File: src/rtl/gcd_pkg.sv
// Shared definitions for the GCD engine: FSM state encoding, algorithm
// selection constants and a helper for sizing the power-of-two shift count.
package gcd_pkg;

    // Engine control states; encoding is fixed so software/debug views agree
    typedef enum logic [1:0] {
        IDLE = 2'd0,
        CALC = 2'd1,
        DONE = 2'd2
    } gcd_state_e;

    // Algorithm select values carried on the mode input
    localparam logic MODE_SUB = 1'b0;
    localparam logic MODE_BIN = 1'b1;

    // Width of the common power-of-two counter used by the binary algorithm.
    // One bit more than clog2 so that a count of WIDTH-1 always fits.
    function automatic int shiftCountWidth(input int width);
        return $clog2(width) + 1;
    endfunction

endpackage

File: src/rtl/gcd_step.sv
// One reduction step of either GCD algorithm, purely combinational.
// Given the current operand pair, the accumulated common-factor shift and
// the mode, it reports whether the pair is terminal (and what the result is)
// and, if not, the operands and shift count after one more step.
module gcd_step
    import gcd_pkg::*;
#(
    parameter int WIDTH = 8,
    parameter int KW    = shiftCountWidth(WIDTH)
) (
    input  logic [WIDTH-1:0] a_i,
    input  logic [WIDTH-1:0] b_i,
    input  logic [KW-1:0]    k_i,
    input  logic             mode_i,
    output logic [WIDTH-1:0] a_o,
    output logic [WIDTH-1:0] b_o,
    output logic [KW-1:0]    k_o,
    output logic             terminal_o,
    output logic             bothZero_o,
    output logic [WIDTH-1:0] result_o
);

    localparam logic [KW-1:0] MAX_SHIFT = KW'(WIDTH - 1);

    logic             aIsZero;
    logic             bIsZero;
    logic             aGtB;
    logic [WIDTH-1:0] aMinusB;
    logic [WIDTH-1:0] bMinusA;
    logic [KW-1:0]    shiftAmt;

    // Shared comparisons and differences; the subtraction that is actually
    // used is always larger-minus-smaller, so neither difference underflows
    // where it matters
    always_comb begin
        aIsZero = (a_i == '0);
        bIsZero = (b_i == '0);
        aGtB    = (a_i > b_i);
        aMinusB = a_i - b_i;
        bMinusA = b_i - a_i;
    end

    // Terminal detection and final result; the shift is clamped so the
    // restored common factor can never push bits beyond the operand width
    always_comb begin
        terminal_o = (a_i == b_i) | aIsZero | bIsZero;
        bothZero_o = aIsZero & bIsZero;
        shiftAmt   = (k_i > MAX_SHIFT) ? MAX_SHIFT : k_i;
        result_o   = (a_i | b_i) << shiftAmt;
    end

    // Next operand pair for one non-terminal step; binary mode applies only
    // the first matching rule so exactly one action happens per cycle
    always_comb begin
        a_o = a_i;
        b_o = b_i;
        k_o = k_i;
        if (mode_i == MODE_SUB) begin
            if (aGtB) begin
                a_o = aMinusB;
            end else begin
                b_o = bMinusA;
            end
        end else begin
            if (!a_i[0] && !b_i[0]) begin
                a_o = a_i >> 1;
                b_o = b_i >> 1;
                k_o = k_i + KW'(1);
            end else if (!a_i[0]) begin
                a_o = a_i >> 1;
            end else if (!b_i[0]) begin
                b_o = b_i >> 1;
            end else if (aGtB) begin
                a_o = aMinusB;
            end else begin
                b_o = bMinusA;
            end
        end
    end

endmodule

File: src/rtl/gcd_engine.sv
// Iterative GCD engine with a valid/ready operand port and a valid/ready
// result port. One operation is in flight at a time: operands are captured
// in IDLE, reduced one step per cycle in CALC, and the result is held in
// DONE until the consumer takes it.
module gcd_engine
    import gcd_pkg::*;
#(
    parameter int WIDTH = 8,
    parameter int CNT_W = WIDTH
) (
    input  logic             clk,
    input  logic             rst,
    input  logic             in_valid,
    output logic             in_ready,
    input  logic [WIDTH-1:0] a_in,
    input  logic [WIDTH-1:0] b_in,
    input  logic             mode,
    output logic             out_valid,
    input  logic             out_ready,
    output logic [WIDTH-1:0] gcd_out,
    output logic [CNT_W-1:0] iter_count,
    output logic             zero_flag
);

    localparam int KW = shiftCountWidth(WIDTH);

    gcd_state_e       state_q,  state_d;
    logic [WIDTH-1:0] opA_q,    opA_d;
    logic [WIDTH-1:0] opB_q,    opB_d;
    logic [KW-1:0]    k_q,      k_d;
    logic             mode_q,   mode_d;
    logic [WIDTH-1:0] result_q, result_d;
    logic [CNT_W-1:0] count_q,  count_d;
    logic             zero_q,   zero_d;

    logic             acceptIn;
    logic [WIDTH-1:0] stepA;
    logic [WIDTH-1:0] stepB;
    logic [KW-1:0]    stepK;
    logic             stepTerminal;
    logic             stepBothZero;
    logic [WIDTH-1:0] stepResult;

    gcd_step #(
        .WIDTH (WIDTH),
        .KW    (KW)
    ) u_step (
        .a_i        (opA_q),
        .b_i        (opB_q),
        .k_i        (k_q),
        .mode_i     (mode_q),
        .a_o        (stepA),
        .b_o        (stepB),
        .k_o        (stepK),
        .terminal_o (stepTerminal),
        .bothZero_o (stepBothZero),
        .result_o   (stepResult)
    );

    // Handshake outputs depend only on state and reset, never on the
    // opposite port's valid/ready, so no combinational path crosses the engine
    always_comb begin
        in_ready   = (state_q == IDLE) & ~rst;
        out_valid  = (state_q == DONE) & ~rst;
        acceptIn   = in_valid & in_ready;
        gcd_out    = result_q;
        iter_count = count_q;
        zero_flag  = zero_q;
    end

    // Next-state and datapath control: capture in IDLE, one step or the
    // terminal write-back per CALC cycle, wait for the consumer in DONE
    always_comb begin
        state_d  = state_q;
        opA_d    = opA_q;
        opB_d    = opB_q;
        k_d      = k_q;
        mode_d   = mode_q;
        result_d = result_q;
        count_d  = count_q;
        zero_d   = zero_q;
        case (state_q)
            IDLE: begin
                if (acceptIn) begin
                    opA_d   = a_in;
                    opB_d   = b_in;
                    mode_d  = mode;
                    k_d     = '0;
                    count_d = '0;
                    state_d = CALC;
                end
            end
            CALC: begin
                if (stepTerminal) begin
                    result_d = stepResult;
                    zero_d   = stepBothZero;
                    state_d  = DONE;
                end else begin
                    opA_d = stepA;
                    opB_d = stepB;
                    k_d   = stepK;
                    if (count_q != '1) begin
                        count_d = count_q + CNT_W'(1);
                    end
                end
            end
            DONE: begin
                if (out_ready) begin
                    state_d = IDLE;
                end
            end
            default: begin
                state_d = IDLE;
            end
        endcase
    end

    // State and datapath registers; reset aborts any operation in progress
    // and clears every result register so nothing stale is presented
    always_ff @(posedge clk) begin
        if (rst) begin
            state_q  <= IDLE;
            opA_q    <= '0;
            opB_q    <= '0;
            k_q      <= '0;
            mode_q   <= MODE_SUB;
            result_q <= '0;
            count_q  <= '0;
            zero_q   <= 1'b0;
        end else begin
            state_q  <= state_d;
            opA_q    <= opA_d;
            opB_q    <= opB_d;
            k_q      <= k_d;
            mode_q   <= mode_d;
            result_q <= result_d;
            count_q  <= count_d;
            zero_q   <= zero_d;
        end
    end

endmodule

File: config.mk
export PLATFORM = sky130hd
export DESIGN_NAME = gcd_engine
export DESIGN_NICKNAME = d
export VERILOG_FILES = /design/src/rtl/gcd_pkg.sv /design/src/rtl/gcd_step.sv /design/src/rtl/gcd_engine.sv
export SDC_FILE = /design/constraint.sdc
export NUM_CORES = 1
export LEC_CHECK = 0
export BUFFER_PORTS_ARGS = -buffer_cell sky130_fd_sc_hd__buf_4
export CAP_MARGIN = 10
export CORE_ASPECT_RATIO = 1.75
export CORE_MARGIN = 2
export CORE_UTILIZATION = 35
export CTS_BUF_LIST = sky130_fd_sc_hd__clkbuf_2 sky130_fd_sc_hd__clkbuf_4 sky130_fd_sc_hd__clkbuf_8
export DETAILED_ROUTE_END_ITERATION = 12
export PLACE_DENSITY = 0.55
export SLEW_MARGIN = 0
export SYNTH_ARGS = -nofsm -noshare
export SYNTH_HDL_FRONTEND = slang
export SYNTH_SLANG_ARGS = --single-unit
File: constraint.sdc
create_clock -name clk -period 3.8 [get_ports clk]
set_input_delay 0.76 -clock clk [delete_from_list [all_inputs] [get_ports clk]]
set_output_delay 0.76 -clock clk [all_outputs]
set_load 0.02 [all_outputs]
Yosys cells after proc, flatten, opt, wreduce, memory -nomap -nowiden
Index checks and enable logic that the tools add are counted.
Widths: inputs -> output; s select.

word-level totals
  flip-flop bits (word level) = 40
  bits of input ports = 21

operators by class
  add/subtract/negate cells = 4
  $lt $le $gt $ge = 2
  reductions and logical operators = 16
  equality and inequality tests = 17
  bitwise gates (word level) = 8
  muxes and demuxes = 32
  shifts and indexed selects = 1

operators with widths
  kind                 count
  $mux 8               19
  $pmux 8 s2           3
  $mux 4               5
  $logic_not 8->1      2
  $sub 8x8->8          2
  $ne 2x2->1 const B   6
  $reduce_and 6->1     2
  $reduce_and 5->1     2
  $add 8x1->8 const B  1
  $eq 8x8->1           1
  $gt 8x8->1           1
  $ne 8x8->1 const B   1
  $or 8x8->8           1
  $pmux 4 s2           1
  $reduce_and 4->1     2
  $shl 8x4->8          1
  $mux 2               3
  $pmux 2 s3           1
  $ne 5x4->1 const B   1
  $add 4x1->4 const B  1
  $and 1x1->1          4
  $gt 4x3->1 const B   1
  $ne 4x2->1 const B   1
  $ne 4x3->1 const B   1
  other kinds (14)     17

Longest topological paths before layout
Gate-level depths: netlist (run 1).

  depth in word-level cells = 8
  gate-level depth with buffers = 12

Hierarchy
Synthesis (run 1) repeated with hierarchy kept, for this count alone.

unflattened totals
  cells, all modules = 472
  area, all modules = 3492.1 um^2

by module, submodules not included
  module      cells each  seq. area each (um^2)  area each (um^2)  times used
  gcd_engine  219         800.8                  1791.7            1
  gcd_step    253         0.0                    1700.4            1

Least setup slack after synthesis (run 1)
Ideal clock, no wire load.

  path kind = in2reg
  start point = input rst
  end point = register opA_q[6]
  data required time = 3.708 ns
  buffers on the path = 1
  stages on the path = 6
  setup slack = 1.094 ns
  arrival = 2.614 ns
  path through = clkbuf_1 > nor3_1 > nand2_1 > o2bb2ai_2 > or4_1 > o32ai_1

between the ends
  word-level cells in the longest chain between the ends = 5

RTL lines
  what                        line               RTL
  start, declared             gcd_engine.sv:12   input logic rst,
  $not 1->1                   gcd_engine.sv:63   in_ready = (state_q == IDLE) & ~rst;
  $and 1x1->1                 gcd_engine.sv:63
  via in_ready                gcd_engine.sv:14   output logic in_ready,
  $and 1x1->1                 gcd_engine.sv:65   acceptIn = in_valid & in_ready;
  $ne 2x2->1 (no line)        --
  $reduce_and 6->1 (no line)  --
  end signal, assigned        gcd_engine.sv:132  opA_q <= opA_d;
  end, declared               gcd_engine.sv:28   logic [WIDTH-1:0] opA_q, opA_d;

The timed path passes the listed nets, and every way through them passes these cells.
A chain may end at the register's enable or synchronous reset.

Worst setup path in the final report (run 1)
  start point = register opA_q[5]
  end point = register opA_q[5]

between the ends
  word-level cells in the longest chain between the ends = 8

RTL lines
  what         line              RTL
  $sub 8x8->8  gcd_step.sv:39    aMinusB = a_i - b_i;
  $mux 8       gcd_step.sv:73    end else if (aGtB) begin
  $mux 8       gcd_step.sv:71    end else if (!b_i[0]) begin
  $mux 8       gcd_step.sv:69    end else if (!a_i[0]) begin
  $mux 8       gcd_step.sv:65    if (!a_i[0] && !b_i[0]) begin
  $mux 8       gcd_step.sv:58    if (mode_i == MODE_SUB) begin
  $mux 8       gcd_engine.sv:94  if (stepTerminal) begin
  $pmux 8 s2   gcd_engine.sv:82  case (state_q)

Several ways; a longest one is shown, not always the timed one. The select of a mux whose other input is x is not followed.

==> results.json, run 1 <==
{
  "portBuffers": 39,
  "seq_area_frac_synth_pct": 24.6,
  "yosysMostFrequentCell": "nor2_1",
  "whs_ns": 0.456,
  "finalCritPeriodShare_pct": 82.2,
  "postCtsSetupRepairBufs": 0,
  "power_density_mw_per_mm2": 975,
  "num_vias": 3158,
  "power_frac_clock_pct": 10.2,
  "hold_violations": 0,
  "final_nets": 484,
  "grt_overflow_total": 0,
  "crit_type": "flip-flop to flip-flop",
  "drt_pass1_iterations": 4,
  "clk_latency_ns": 0.31,
  "cts_tree": "done",
  "avgSynthCellArea_um2": 8.00,
  "arrival_ns": 3.35,
  "ir_drop_mv": 0.441,
  "hpwl_um": 8390,
  "drt_iter0_drc": 153,
  "pwr-share-comb_pct": 71.5,
  "wl_per_cell_um": 18.9,
  "period_minus_slack_ns": 3.12,
  "synthCells": 407,
  "htreeDepth": 2,
  "viasPerCell": 5.68,
  "tightest_slew_ns": 0.737,
  "wl_um": 10500,
  "worstHoldPathType": "flip-flop to flip-flop",
  "synth_top_area_share_pct": 24.6,
  "drc_errors": 0,
  "grt_max_degree": 37,
  "clk_path_buf_depth": 2,
  "fin_skew_ns": 0.00812,
  "p_leak_nw": 1.40,
  "ant_nets": 0,
  "fillCellCount": 968,
  "final_cell_area_mm2": 0.00373,
  "synth_area_leaders": "dfxtp_1 (25%), ha_1 (10%), a21oi_1 (6.3%)",
  "grt_pass1_vias": 3216,
  "drive_gt1_share_pct": 16.3,
  "status": "completed",
  "ys_ff_latch": 40,
  "crit_path_max_fanout": 8,
  "path_clk_slew_ns": 0.08,
  "yosysWarnings": 0,
  "swShare_pct": 52.4,
  "slew_headroom_pct": 50.5,
  "gp_congestion": 0.946,
  "synth_flop_cell": "dfxtp_1",
  "ios": 40,
  "num_rows": 46,
  "rsz0062_at_grt": "false",
  "seqPwrFrac_pct": 18.4,
  "crit_path_end_kind": "flip-flop",
  "intPower_mw": 1.73,
  "grt_antenna_before_repair": 0,
  "fmaxAchievable_ghz": 0.320,
  "setup_viol": 0,
  "p_sw_mw": 1.90,
  "crit_required_ns": 4.02,
  "maxCapViolations": 0,
  "placed_area_mm2": 0.00362,
  "clkSinkCount": 40,
  "hold_buffers": 0,
  "finalMaxSlewViolations": 0,
  "cts.repair.resized": 0,
  "root_buffer": "clkbuf_8",
  "antenna_cells": 0,
  "die_x_um": 76.9,
  "start_kind": "flip-flop",
  "syn_nets": 456,
  "synth_commonest_cells": "nor2_1 (42), a21oi_1 (41), dfxtp_1 (40)",
  "ys_types": 62,
  "core_mm2": 0.00904,
  "grtUsageTotal_pct": 21.4,
  "die-area_mm2": 0.0101,
  "synthArstFlopShare_pct": 0,
  "synth_edf_count": 0,
  "grt_pass1_wl_um": 16800,
  "setup-tns-final_ns": 0,
  "initial_core_util_pct": 36.0,
  "cts_buffers": 5,
  "synth_area_mm2": 0.00326,
  "die_h_um": 132,
  "syn_to_final_growth_pct": 14.6,
  "yosys.area.top_type": "dfxtp_1"
}
[layout make-up]
class / count / area (um^2) / share of cell area, %
multi-input combinational: 315 / 2230 / 59.8
sequential: 40 / 801 / 21.5
timing repair buffer: 44 / 330 / 8.85
tap: 120 / 150 / 4.02
inverter: 29 / 109 / 2.92
clock buffer: 5 / 68.8 / 1.84
clock inverter: 3 / 42.5 / 1.14
[worst paths after layout]
path | startpoint | to | slack [ns] | cells after the start
hold / removal | gcd_out[1] | gcd_out[1] | 0.46 | 2
setup reg to reg | opA_q[5] | opA_q[5] | 0.68 | 8
hold reg to reg | gcd_out[1] | gcd_out[1] | 0.46 | 2
setup / recovery | opA_q[5] | opA_q[5] | 0.68 | 8
[power by group through the flow]
stage / Sequential [mW] / Clock (mW) / Combinational [mW]
global route: 0.689 / 0.398 / 2.82
finish: 0.668 / 0.370 / 2.60
global placement: 0.679 / 0 / 2.59
floorplan: 0.666 / 0 / 1.91
detailed placement: 0.679 / 0 / 2.57
CTS: 0.669 / 0.381 / 2.59
[kinds of logic (layout without fill, tap and decap cells)]
logic type	after synthesis	in the layout	synth area share [%]
xor gates and xnor gates	16	16	4.30
muxes	11	11	4.57
buffers and inverters	52	81	6.91
DFF	40	40	24.6
AOI/OAI and AO/OA	119	119	26.9
and+or+nand+nor	141	141	21.5
adders and majority gates	28	28	11.2
[sequential cells by signal (all words and copies together), names as in the netlist]
| signal | flops |
|---|---|
| state_q | 2 |
| mode_q | 1 |
| gcd_out | 8 |
| zero_flag | 1 |
| k_q | 4 |
| opA_q | 8 |
| iter_count | 8 |
| opB_q | 8 |
[critical path, stage by stage (launching register included)]
cell	delay, ns
dfxtp_1	0.43
inv_1	0.17
ha_1	0.44
or4_1	0.54
a211o_1	0.33
a31oi_4	0.30
a2bb2oi_2	0.35
nand2_1	0.16
o41ai_2	0.31
[through the flow]
step / total power, mW / utilization [%] / cells / setup WS (ns)
finish: 3.64 / 41.3 / 556 / 0.675
global placement: 3.27 / 40.1 / 548 / 0.717
CTS: 3.64 / 41.3 / 556 / 0.676
global route: 3.90 / 41.3 / 556 / 0.505
floorplan: 2.58 / - / 407 / 1.09
detailed placement: 3.25 / 40.1 / 548 / 0.700
[metal layers]
metal,global-route usage [%],vias up,routed length [um]
met5,0,-,0
met4,14.0,0,610
met3,2.34,37,247
met2,41.5,74,5990
met1,20.4,1496,3680
li1,-,1551,-
[cell usage in the layout, fill, tap and decap left out, types with 6 or more instances in the layout]
cell type / n
buf_4: 44
nor2_1: 42
a21oi_1: 41
dfxtp_1: 40
inv_1: 29
nand2_1: 28
ha_1: 26
nor3_1: 18
xnor2_1: 16
a211oi_1: 15
nand3_1: 13
a221oi_1: 10
or4_1: 7
nor2b_1: 7
mux2i_1: 7
nand2b_1: 6
o31ai_1: 6
Note: power is estimated with default switching activity, not from simulation.
==> run 2, diff against run 1 <==
--- a/config.mk
+++ b/config.mk
@@ -5,6 +5,7 @@
 export SDC_FILE = /design/constraint.sdc
 export NUM_CORES = 1
 export LEC_CHECK = 0
+export ABC_AREA = 1
 export BUFFER_PORTS_ARGS = -buffer_cell sky130_fd_sc_hd__buf_4
 export CAP_MARGIN = 10
 export CORE_ASPECT_RATIO = 1.75
==> constraint.sdc (replaced) <==
create_clock -name clk -period 3.1 [get_ports clk]
set_input_delay 0.62 -clock clk [delete_from_list [all_inputs] [get_ports clk]]
set_output_delay 0.62 -clock clk [all_outputs]
set_load 0.02 [all_outputs]
==> results.json, run 2 <==
{
  "status": "completed",
  "final_nets": 568,
  "crit_path_end_kind": "flip-flop",
  "grt_overflow_total": 0,
  "syn_nets": 528,
  "ios": 40,
  "core_mm2": 0.00898,
  "hold_violations": 0,
  "hold_buffers": 0,
  "ir_drop_mv": 0.481,
  "final_cell_area_mm2": 0.00374,
  "synth_area_mm2": 0.00321,
  "wl_per_cell_um": 15.7,
  "path_clk_slew_ns": 0.09,
  "arrival_ns": 2.91,
  "fmaxAchievable_ghz": 0.370,
  "synth_top_area_share_pct": 24.9,
  "crit_path_max_fanout": 12,
  "die-area_mm2": 0.00999,
  "die_x_um": 76.4,
  "portBuffers": 39,
  "slew_headroom_pct": 57.0,
  "multiInputGateArea_mm2": 0.00212,
  "drt_iter0_drc": 135,
  "grt_pass1_wl_um": 15700,
  "cts_buffers": 5,
  "syn_to_final_growth_pct": 16.4,
  "dp_cells": 632,
  "clkSinkCount": 40,
  "intPower_mw": 2.00,
  "synthCells": 479,
  "die_h_um": 131,
  "hpwl_um": 7960,
  "fillCellCount": 997,
  "placed_area_mm2": 0.00364,
  "p_sw_mw": 2.61,
  "synth_commonest_cells": "nand2_1 (98), inv_1 (51), a21oi_1 (47)",
  "seq_area_frac_synth_pct": 24.9,
  "grtUsageTotal_pct": 20.4,
  "final_cell_mix": "nand2_1 (98), inv_1 (51), a21oi_1 (47)",
  "num_rows": 46,
  "clk_latency_ns": 0.31,
  "p_leak_nw": 1.74,
  "crit_type": "flip-flop to flip-flop",
  "grt_max_degree": 23,
  "cts.repair.resized": 0,
  "power_frac_clock_pct": 8.7,
  "postCtsSetupRepairBufs": 0,
  "clk_path_buf_depth": 2,
  "tightest_slew_ns": 0.638,
  "yosysMostFrequentCell": "nand2_1",
  "antenna_cells": 0,
  "synth_flop_cell": "dfxtp_1",
  "maxCapViolations": 0,
  "rsz0062_at_grt": "false",
  "cts_tree": "done",
  "ant_nets": 0,
  "synth_edf_count": 0,
  "reg2reg_depth": 10,
  "final_cells": 640,
  "swShare_pct": 56.6,
  "setup_viol": 0,
  "drive_gt1_share_pct": 19.4,
  "viasPerCell": 5.08,
  "synthArstFlopShare_pct": 0,
  "crit_required_ns": 3.31,
  "slowest_delay_ns": 0.44,
  "num_vias": 3250,
  "crit_path_top_delay_cell": "dfxtp_1",
  "finalMaxSlewViolations": 0,
  "drc_errors": 0,
  "yosys.area.top_type": "dfxtp_1",
  "grt_antenna_before_repair": 0,
  "holdPathStages": 2,
  "ys_ff_latch": 40,
  "ys_types": 49,
  "avgSynthCellArea_um2": 6.70,
  "synth_area_leaders": "dfxtp_1 (25%), nand2_1 (11%), ha_1 (10%)",
  "seqPwrFrac_pct": 17.9,
  "yosysWarnings": 0,
  "pwr-share-comb_pct": 73.4,
  "worstHoldPathType": "flip-flop to flip-flop",
  "fin_skew_ns": 0.0137,
  "power_density_mw_per_mm2": 1230,
  "wl_um": 10000,
  "start_kind": "flip-flop",
  "root_buffer": "clkbuf_8",
  "setup-tns-final_ns": 0,
  "utilization_pct": 41.6,
  "seq_area_um2": 801,
  "final_common_cell": "nand2_1",
  "htreeDepth": 2,
  "finalCritPeriodShare_pct": 87.3,
  "crit_chain": "inv_1 > ha_1 > nor2_2 > nand4_4 > nand3_2 > nand2_1 > nand2_1 > nor2_2 > o21ai_1 > a21oi_1",
  "drt_pass1_iterations": 4,
  "period_minus_slack_ns": 2.71,
  "initial_core_util_pct": 35.8,
  "gp_congestion": 0.948,
  "grt_pass1_vias": 3196
}
run 2: worst paths after layout:
path	start	end	slack [ns]
min	zero_flag	zero_flag	0.47
max	opB_q[3]	opB_q[6]	0.39
min reg2reg	zero_flag	zero_flag	0.47
max reg2reg	opB_q[3]	opB_q[6]	0.39
run 2: metal layers:
layer	routed length, um	share of wire, %	GRT usage, %
met1	3620	36	19.3
met2	5640	56	42.0
met3	267	2.7	2.13
met4	507	5.1	11.9
met5	0	0	0
run 2: cell type report:
class | instances | area share (%)
well taps | 120 | 4.02
inverters | 60 | 6.23
flip-flops and latches | 40 | 21.4
multi-input cells | 368 | 56.9
repair buffers | 44 | 8.84
clock inverters | 1 | 0.201
clock buffers | 7 | 2.41
run 2: logic make-up after synthesis:
| family | share of synthesized area (%) |
|---|---|
| compound gates | 20.8 |
| xor+xnor | 2.18 |
| fa+ha+maj | 11.4 |
| buf+inv | 8.89 |
| flops | 24.9 |
| simple gates | 31.8 |
run 2: critical path, delay by kind of cell, from the launching register on:
family	cells	cell delay [ns]
buf+inv	1	0.11
fa+ha+maj	1	0.42
simple gates	6	1.28
flops	1	0.44
compound gates	2	0.35
run 2: power by group through the flow:
| stage | Combinational, mW | Clock, mW | Sequential, mW |
|---|---|---|---|
| finish | 3.38 | 0.403 | 0.826 |
| detailed placement | 3.35 | 0 | 0.834 |
| floorplan | 2.43 | 0 | 0.845 |
| global route | 3.75 | 0.428 | 0.846 |
| global placement | 3.35 | 0 | 0.833 |
| CTS | 3.36 | 0.410 | 0.824 |
run 2: metrics by stage:
step,hold slack (ns),worst slack (ns),total power [mW]
4_1_cts,0.474,0.415,4.60
3_5_place_dp,0.461,0.450,4.18
5_1_grt,0.495,0.294,5.02
2_1_floorplan,0.473,1.14,3.27
6_report,0.473,0.394,4.61
3_3_place_gp,0.458,0.442,4.18
